$ cat config.mk
export PLATFORM = sky130hd
export DESIGN_NAME = mem_copy_engine_flat
export DESIGN_NICKNAME = d
export VERILOG_FILES = /design/src/rtl/mem_copy_engine_pkg.sv /design/src/rtl/mem_copy_engine_if.sv /design/src/rtl/mem_copy_engine.sv /design/src/flat_wrapper.sv
export SDC_FILE = /design/constraint.sdc
export NUM_CORES = 1
export LEC_CHECK = 0
export BUFFER_PORTS_ARGS = -buffer_cell sky130_fd_sc_hd__buf_2
export CORE_MARGIN = 1.5
export CORE_UTILIZATION = 50
export DETAILED_ROUTE_END_ITERATION = 12
export PLACE_DENSITY = 0.81
export SLEW_MARGIN = 20
export SYNTH_ARGS = -nofsm -noshare
export SYNTH_HDL_FRONTEND = slang
export SYNTH_SLANG_ARGS = --single-unit
$ cat constraint.sdc
create_clock -name clk -period 4.5 [get_ports clk]
set_input_delay 0.225 -clock clk [delete_from_list [all_inputs] [get_ports clk]]
set_output_delay 0.225 -clock clk [all_outputs]
set_load 0.05 [all_outputs]
$ cat src/rtl/mem_copy_engine_pkg.sv
// Shared definitions for the block-copy engine and the data memory it drives.
//   MCE_AW    : address width
//   MCE_DW    : data word width
//   MCE_DEPTH : implemented memory words (legal addresses 0..MCE_DEPTH-1)
//   mce_state_e : copy engine state encoding
package mem_copy_engine_pkg;

  localparam int unsigned MCE_AW    = 16;
  localparam int unsigned MCE_DW    = 16;
  localparam int unsigned MCE_DEPTH = 12;

  typedef enum logic [1:0] {
    IDLE  = 2'd0,
    READ  = 2'd1,
    WRITE = 2'd2,
    FIN   = 2'd3
  } mce_state_e;

endpackage : mem_copy_engine_pkg

$ cat src/rtl/mem_copy_engine_if.sv
// Command handshake plus memory bus of the block-copy engine.
//   start/src/dst/len : copy command from the controller
//   busy/done/err     : command status back to the controller
//   mem_en/mem_addr/mem_wdata : memory write enable, address, write data
//   mem_rdata         : memory read data, combinational from mem_addr
// master = copy engine side, slave = controller/memory side.
interface mem_copy_engine_if
  import mem_copy_engine_pkg::*;
#(
  parameter int unsigned AW = MCE_AW,
  parameter int unsigned DW = MCE_DW
);

  logic          start;
  logic [AW-1:0] src;
  logic [AW-1:0] dst;
  logic [AW-1:0] len;
  logic          busy;
  logic          done;
  logic          err;
  logic          mem_en;
  logic [AW-1:0] mem_addr;
  logic [DW-1:0] mem_wdata;
  logic [DW-1:0] mem_rdata;

  modport master (
    input  start, src, dst, len, mem_rdata,
    output busy, done, err, mem_en, mem_addr, mem_wdata
  );

  modport slave (
    output start, src, dst, len, mem_rdata,
    input  busy, done, err, mem_en, mem_addr, mem_wdata
  );

endinterface : mem_copy_engine_if

$ cat src/rtl/mem_copy_engine.sv
// Block-copy initiator: copies len words from src to dst, ascending, with
// alternating READ/WRITE cycles on a single-port memory.
//   clk : clock
//   rst : asynchronous active-high reset
//   bus : mem_copy_engine_if.master (command handshake + memory bus)
// All outputs are registers loaded with the value for the state being entered,
// so mem_rdata never reaches an output combinationally.
module mem_copy_engine
  import mem_copy_engine_pkg::*;
#(
  parameter int unsigned DEPTH = MCE_DEPTH
)(
  input  logic               clk,
  input  logic               rst,
  mem_copy_engine_if.master  bus
);

  localparam int unsigned AW = MCE_AW;

  mce_state_e    state;
  logic [AW-1:0] src_r;
  logic [AW-1:0] dst_r;
  logic [AW-1:0] len_r;
  logic [AW-1:0] idx;
  logic          err_q;

  logic [AW:0]   src_end_c;
  logic [AW:0]   dst_end_c;
  logic          reject_c;
  logic [AW-1:0] idx_nxt_c;

  // Range check one bit wider than the address so the sums cannot wrap.
  assign src_end_c = {1'b0, bus.src} + {1'b0, bus.len};
  assign dst_end_c = {1'b0, bus.dst} + {1'b0, bus.len};
  assign reject_c  = (src_end_c > (AW+1)'(DEPTH)) || (dst_end_c > (AW+1)'(DEPTH));
  assign idx_nxt_c = idx + AW'(1);

  // State machine; mem_wdata doubles as the word buffer between READ and WRITE.
  always_ff @(posedge clk or posedge rst) begin
    if (rst) begin
      state         <= IDLE;
      src_r         <= '0;
      dst_r         <= '0;
      len_r         <= '0;
      idx           <= '0;
      err_q         <= 1'b0;
      bus.busy      <= 1'b0;
      bus.done      <= 1'b0;
      bus.err       <= 1'b0;
      bus.mem_en    <= 1'b0;
      bus.mem_addr  <= '0;
      bus.mem_wdata <= '0;
    end else begin
      case (state)
        IDLE: begin
          if (bus.start) begin
            src_r    <= bus.src;
            dst_r    <= bus.dst;
            len_r    <= bus.len;
            idx      <= '0;
            err_q    <= 1'b0;
            bus.busy <= 1'b1;
            if (reject_c) begin
              err_q    <= 1'b1;
              state    <= FIN;
              bus.done <= 1'b1;
              bus.err  <= 1'b1;
            end else if (bus.len == '0) begin
              state    <= FIN;
              bus.done <= 1'b1;
            end else begin
              state        <= READ;
              bus.mem_addr <= bus.src;
            end
          end
        end

        READ: begin
          state         <= WRITE;
          bus.mem_wdata <= bus.mem_rdata;
          bus.mem_addr  <= dst_r + idx;
          bus.mem_en    <= 1'b1;
        end

        WRITE: begin
          idx           <= idx_nxt_c;
          bus.mem_en    <= 1'b0;
          bus.mem_wdata <= '0;
          if (idx_nxt_c == len_r) begin
            state        <= FIN;
            bus.mem_addr <= '0;
            bus.done     <= 1'b1;
            bus.err      <= err_q;
          end else begin
            state        <= READ;
            bus.mem_addr <= src_r + idx_nxt_c;
          end
        end

        FIN: begin
          state    <= IDLE;
          bus.busy <= 1'b0;
          bus.done <= 1'b0;
          bus.err  <= 1'b0;
        end

        default: begin
          state <= IDLE;
        end
      endcase
    end
  end

endmodule : mem_copy_engine

$ cat src/flat_wrapper.sv
// flat-port wrapper written by rule: the top's interface ports become plain ports
module mem_copy_engine_flat import mem_copy_engine_pkg::*;
#(
  parameter int unsigned DEPTH = MCE_DEPTH
)
  (clk, rst, bus_start, bus_src, bus_dst, bus_len, bus_mem_rdata, bus_busy, bus_done, bus_err, bus_mem_en, bus_mem_addr, bus_mem_wdata);
  mem_copy_engine_if bus_i ();
  input  logic clk;
  input  logic rst;
  input wire logic [$bits(bus_i.start)-1:0] bus_start;
  input wire logic [$bits(bus_i.src)-1:0] bus_src;
  input wire logic [$bits(bus_i.dst)-1:0] bus_dst;
  input wire logic [$bits(bus_i.len)-1:0] bus_len;
  input wire logic [$bits(bus_i.mem_rdata)-1:0] bus_mem_rdata;
  output wire logic [$bits(bus_i.busy)-1:0] bus_busy;
  output wire logic [$bits(bus_i.done)-1:0] bus_done;
  output wire logic [$bits(bus_i.err)-1:0] bus_err;
  output wire logic [$bits(bus_i.mem_en)-1:0] bus_mem_en;
  output wire logic [$bits(bus_i.mem_addr)-1:0] bus_mem_addr;
  output wire logic [$bits(bus_i.mem_wdata)-1:0] bus_mem_wdata;
  assign bus_i.start = bus_start;
  assign bus_i.src = bus_src;
  assign bus_i.dst = bus_dst;
  assign bus_i.len = bus_len;
  assign bus_i.mem_rdata = bus_mem_rdata;
  assign bus_busy = bus_i.busy;
  assign bus_done = bus_i.done;
  assign bus_err = bus_i.err;
  assign bus_mem_en = bus_i.mem_en;
  assign bus_mem_addr = bus_i.mem_addr;
  assign bus_mem_wdata = bus_i.mem_wdata;
  mem_copy_engine #(.DEPTH(DEPTH)) u_core (.clk(clk), .rst(rst), .bus(bus_i));
endmodule
==> run summary, run 1 <==
Reg clk slew, reported paths - 0.08 ns
Final ANT Viol Nets - 0
FF-to-FF path depth - 14
Avg WL per Cell - 18.7 um
Power per cell area - 226 nW/um2
P_sw - 0.000640 W
Post-layout nets - 1,152
Avg Cell Area, Syn - 8.94 um2
Layout cells sized above 1 - 0.207
Clock latency on the worst-skew pair - 0.36 ns
Flip-flop and latch count after synthesis - 103
Largest net degree at the start of global routing - 64
Syn_nets - 1,079
Root Driver - clkbuf_16
Worst path cell trace - ha_1, and4_1, nand3_1, xnor2_1, ha_1, nand2_1, nor2_1, a211oi_1, a21bo_2, a221o_1, o31ai_1, xnor2_1, a32o_1, mux2_4
Synth async-reset ratio - 1.00
Total track usage - 0.268
Fin crit share - 0.921
Postcts setup bufs - 0
First-pass GRT wire length - 36,900 um
Congestion Overflow GR - 0
Area delta synth->final - 10.2%
CP Data Arrival Time - 4.39 ns
Buf/Inv on CP - 0
Comb pwr share - 0.192
IO buf count - 102
Clock sink count - 103
P_leak - 4.48 nW
Crit path time final - 4.14 ns
Setup TNS - 0 ns
Synth Cell Area - 8410 um2
I/O pin total - 103
WL final - 23,200 um
Worst path depth - 14
Max-Cap Viols - 0
Int Pwr - 0.00145 W
H-tree depth - 3
Critical Setup Path Class - reg2reg
Ant diodes - 0
Post_cts resized - 0
Max stage delay on crit path - 0.50 ns
Post-DP Area - 8990 um2
RSZ-0062 raised after global routing - false
CP Capture Type - flop
DR vias/cell - 6.01
Family with the most delay on the worst path - compound AO/OA/AOI/OAI gates
Seq/Total Area, Yosys - 0.306
Initial Util - 0.509
Routability Congestion - 0.981
Flop pwr share - 0.447
Clock Power Share - 0.362
DRT iter0 DRCs - 670
Crit-path slowest cell - dfrtp_1
DRC errors left - 0
Cts bufs inserted - 9
Vias in the first global route - 6,964
Worst-path maximum fanout - 10
Core area - 16,500 um2
Initial antenna violation count - 0
VDD IR max - 0.236 mV
Die ar. - 17,600 um2
Syn. warnings - 0
Commonest non-fill, non-tap cell in the layout - dfrtp_1
Synth Instances - 941
Final Skew - 0.0128 ns
Vias - 7,447
Commonest non-fill, non-tap cells in the layout - dfrtp_1 (103), buf_2 (102), o21ai_0 (78)
Slew @ Worst Pin - 1.03 ns
Pins Over Slew Limit - 0
Detailed Routing Iterations Pass 1 - 5
Die width - 133 um
# rows - 47
Finished Cell Area - 9270 um2
Buffer depth of the longest clock path - 2
Final setup vio count - 0
DP HPWL - 18,300 um
Final hold viol count - 0
Switching Share - 0.306
Startpoint Class - flop
CTS tree - built
Synth unique cells - 81
CP Data Required Time - 4.75 ns
Die Height - 133 um
Status - complete, no violations
Post-synth EDFFs - 0
Fmax - 241 MHz
Hold_buf cts - 0
Synth Flop Type - dfrtp_1
Hold Path Class - in2async
Rel. slew slack - 0.312
==> cell type report <==
type	instances	area, um2
clock inverters	6	46.3
fillers	1507	7250
clock buffers	10	229
repair buffers	107	548
inverters	54	205
well taps	220	275
multi-input cells	739	5390
flip-flops and latches	103	2580
==> logic make-up after synthesis <==
group,count (synthesis),share of synthesized area
AO/OA/AOI/OAI,280,0.218
AND/OR/NAND/NOR,258,0.150
multiplexers,74,0.103
flip-flops,103,0.306
adder cells (fa/ha/maj),71,0.109
XOR/XNOR,56,0.0599
buffers and inverters,99,0.0534
==> synth_stat cells (all sizes together), types with 6 or more instances <==
library cell,n,share of area
xor2,19,0.020
and3,9,0.0067
o21ai,79,0.047
a211oi,12,0.011
o22ai,7,0.0052
buf,13,0.0089
dfrtp,103,0.31
a21oi,70,0.042
nand4,13,0.0097
o31ai,7,0.0062
mux2,70,0.098
a31oi,8,0.0067
ha,67,0.10
nor3,18,0.011
a21o,12,0.011
clkbuf,32,0.020
inv,54,0.024
nand3,20,0.012
nor4,12,0.0097
nor2b,7,0.0052
o21a,14,0.013
and4,6,0.0064
nand2,73,0.033
nor2,68,0.031
nand2b,9,0.0067
a22oi,12,0.011
xnor2,36,0.037
==> per-layer routing <==
metal	routed length [um]	global-route usage	vias up
li1	-	-	3608
met1	10800	0.371	3559
met2	10600	0.432	251
met3	1390	0.0429	29
met4	443	0.0830	0
met5	0	0	-
==> registers in the layout, summed over array words and instances, names as in the netlist <==
| name | count |
|---|---|
| u_core.bus.mem_addr | 16 |
| u_core.bus.mem_wdata | 16 |
| u_core.dst_r | 16 |
| u_core.idx | 16 |
| u_core.len_r | 16 |
| u_core.src_r | 16 |
| u_core.state | 2 |
| u_core.bus.busy | 1 |
| u_core.bus.done | 1 |
| u_core.bus.err | 1 |
| u_core.bus.mem_en | 1 |
| u_core.err_q | 1 |
==> per-stage QoR <==
step / power (W) / worst slack, ns / hold WS [ns] / util / cells
6_report: 0.00209 / 0.357 / 0.0292 / 0.561 / 1239
3_3_place_gp: 0.00135 / 0.460 / 0.427 / 0.544 / 1223
4_1_cts: 0.00210 / 0.358 / 0.0595 / 0.561 / 1239
3_5_place_dp: 0.00135 / 0.360 / 0.434 / 0.544 / 1223
2_1_floorplan: 0.00122 / 0.801 / 0.342 / - / 941
5_1_grt: 0.00218 / 0.0522 / 0.0659 / 0.561 / 1239
==> path summary, 6_finish.rpt <==
path,slack (ns),endpoint,start
worst max register to register,0.36,u_core.bus.mem_addr[15]$_DFFE_PP0P_,u_core.idx[0]$_DFFE_PP0P_
min in group clk,0.07,u_core.bus.mem_wdata[6]$_DFFE_PP0N_,bus_mem_rdata[6]
worst min register to register,0.49,u_core.err_q$_DFFE_PP0P_,u_core.err_q$_DFFE_PP0P_
worst min-delay path,0.03,u_core.bus.mem_addr[15]$_DFFE_PP0P_,rst
max in group asynchronous,3.40,u_core.dst_r[7]$_DFFE_PP0P_,rst
worst max-delay path,0.36,u_core.bus.mem_addr[15]$_DFFE_PP0P_,u_core.idx[0]$_DFFE_PP0P_
==> power groups by stage <==
stage	clock network, W	logic (W)	registers [W]
2_1_floorplan	0	0.000241	0.000980
3_3_place_gp	0	0.000392	0.000953
3_5_place_dp	0	0.000393	0.000953
4_1_cts	0.000767	0.000395	0.000935
5_1_grt	0.000804	0.000441	0.000935
6_report	0.000757	0.000401	0.000935
(Power assumes the default switching activity.)
==> run 2, diff against run 1 <==
Settings changed: CTS_BUF_LIST set to sky130_fd_sc_hd__clkbuf_4 sky130_fd_sc_hd__clkbuf_8.
==> run summary, run 2 (synthesis gave the netlist of run 1 again) <==
Pins Over Slew Limit - 0 (unchanged)
H-tree depth - 3 (unchanged)
Avg WL per Cell - 18.6 um (-0.81%)
Rel. slew slack - 0.306 (-0.00555)
Hold Path Class - in2async
VDD IR max - 0.131 mV (-44%)
DR vias/cell - 5.95 (-1.1%)
Most Used Layer, Global Route - met2
Cts bufs inserted - 9 (unchanged)
FF-to-FF path depth - 14 (unchanged)
Worst-path maximum fanout - 10 (unchanged)
Finished Cell Area - 9180 um2 (-1.1%)
Final setup vio count - 0 (unchanged)
Power per cell area - 208 nW/um2 (-8.0%)
M2 GR Usage - 0.426 (-0.00553)
CTS tree - built
GR Util met3 - 0.0383 (-0.00460)
Buffer depth of the longest clock path - 2 (unchanged)
IO buf count - 102 (unchanged)
Area delta synth->final - 9.07%
Root Driver - clkbuf_8
DRT iter0 DRCs - 640 (-4.5%)
Core area - 16,500 um2 (unchanged)
Die ar. - 17,600 um2 (unchanged)
Worst hold slack - -0.0134 ns (-0.0426 ns)
Commonest non-fill, non-tap cell in the layout - dfrtp_1
Total Power - 0.00190 W (-9.0%)
I/O pin total - 103 (unchanged)
Postcts setup bufs - 0 (unchanged)
Slew @ Worst Pin - 1.04 ns (+0.00831 ns)
Vias in the first global route - 6,960 (-0.057%)
Status - finished, violations left
Congestion Overflow GR - 0 (unchanged)
P_leak - 4.43 nW (-0.96%)
Vias - 7,366 (-1.1%)
Fin crit share - 0.922 (+0.00155)
Clock latency on the worst-skew pair - 0.40 ns (+0.04 ns)
Fin util - 0.555 (-0.00591)
RSZ-0062 raised after global routing - false
Post-layout nets - 1,152 (unchanged)
Total track usage - 0.266 (-0.00179)
R2R Path End - u_core.bus.mem_addr[15]$_DFFE_PP0P_
Critical Setup Path Class - reg2reg
RR Startpoint - u_core.idx[0]$_DFFE_PP0P_
Post-DP Area - 8990 um2 (unchanged)
Largest net degree at the start of global routing - 64 (unchanged)
Violated checks - negative hold slack
Hold_buf cts - 0 (unchanged)
First-pass GRT wire length - 36,800 um (-0.45%)
Layout cells sized above 1 - 0.208 (+0.000981)
Initial antenna violation count - 0 (unchanged)
Max-Cap Viols - 0 (unchanged)
M1 GR Usage - 0.370 (-0.000883)
Die width - 133 um (unchanged)
Crit path time final - 4.15 ns (+0.00700 ns)
Fmax - 241 MHz (-0.17%)
Final ANT Viol Nets - 0 (unchanged)
DP HPWL - 18,300 um (unchanged)
Final Skew - 0.0212 ns (+0.00841 ns)
Reg2reg setup slack - 0.35 ns (about the same)
DRC errors left - 0 (unchanged)
Reg clk slew, reported paths - 0.11 ns (+0.03 ns)
Clock sink count - 103 (unchanged)
Commonest non-fill, non-tap cells in the layout - dfrtp_1 (103), buf_2 (102), o21ai_0 (78)
WL final - 23,000 um (-0.81%)
Ant diodes - 0 (unchanged)
Final hold viol count - 23 (+23)
Die Height - 133 um (unchanged)
Startpoint Class - flop
CP Data Required Time - 4.79 ns (+0.04 ns)
Setup TNS - 0 ns (unchanged)
Routability Congestion - 0.981 (unchanged)
CP Capture Type - flop
Initial Util - 0.509 (unchanged)
Detailed Routing Iterations Pass 1 - 5 (unchanged)
# rows - 47 (unchanged)
CP Data Arrival Time - 4.44 ns (+0.05 ns)
Post_cts resized - 0 (unchanged)
==> run 2: cell counts in the layout (fill, tap and decap cells not counted) <==
No cell type changed its count.
==> run 2: layout make-up <==
class                      count  area, um2
tap                          220        275
clock inverter                 6       46.3
clock buffer                  10        131
sequential                   103       2580
fill                        1524       7350
inverter                      54        205
multi-input combinational    739       5390
timing repair buffer         107        548
==> run 2: worst max-delay path, cell delays in order, from the launching register on <==
cell,delay (ns)
dfrtp_1,0.52
ha_1,0.38
and4_1,0.32
nand3_1,0.21
xnor2_1,0.31
ha_1,0.33
nand2_1,0.10
nor2_1,0.04
a211oi_1,0.29
a21bo_2,0.28
a221o_1,0.33
o31ai_1,0.28
xnor2_1,0.12
a32o_1,0.26
mux2_4,0.26
==> run 2: how the worst max path moves through the flow <==
stage                                    startpoint                             endpoint  slack (ns)
after floorplan           u_core.idx[1]$_DFFE_PP0P_  u_core.bus.mem_addr[15]$_DFFE_PP0P_        0.80
after global placement                   bus_len[0]   u_core.bus.mem_addr[4]$_DFFE_PP0P_        0.46
after detailed placement  u_core.idx[0]$_DFFE_PP0P_  u_core.bus.mem_addr[15]$_DFFE_PP0P_        0.36
after CTS                 u_core.idx[0]$_DFFE_PP0P_  u_core.bus.mem_addr[15]$_DFFE_PP0P_        0.35
after global routing      u_core.idx[0]$_DFFE_PP0P_  u_core.bus.mem_addr[15]$_DFFE_PP0P_        0.04
final                     u_core.idx[0]$_DFFE_PP0P_  u_core.bus.mem_addr[15]$_DFFE_PP0P_        0.35
==> run 2: through the flow <==
stage | worst slack, ns | instances
3_5_place_dp | 0.360 | 1223
6_report | 0.350 | 1239
3_3_place_gp | 0.460 | 1223
2_1_floorplan | 0.801 | 941
4_1_cts | 0.352 | 1239
5_1_grt | 0.0426 | 1239
==> run 2: per-layer routing <==
| layer | share of wire | wire (um) |
|---|---|---|
| met1 | 0.47 | 10700 |
| met2 | 0.45 | 10400 |
| met3 | 0.060 | 1380 |
| met4 | 0.024 | 542 |
| met5 | 0 | 0 |
==> run 2: where the power goes <==
group | internal [W] | switching, W | total (W)
Clock | 0.000211 | 0.000358 | 0.000569
Sequential | 0.000931 | 0.00000337 | 0.000935
Combinational | 0.000143 | 0.000258 | 0.000401
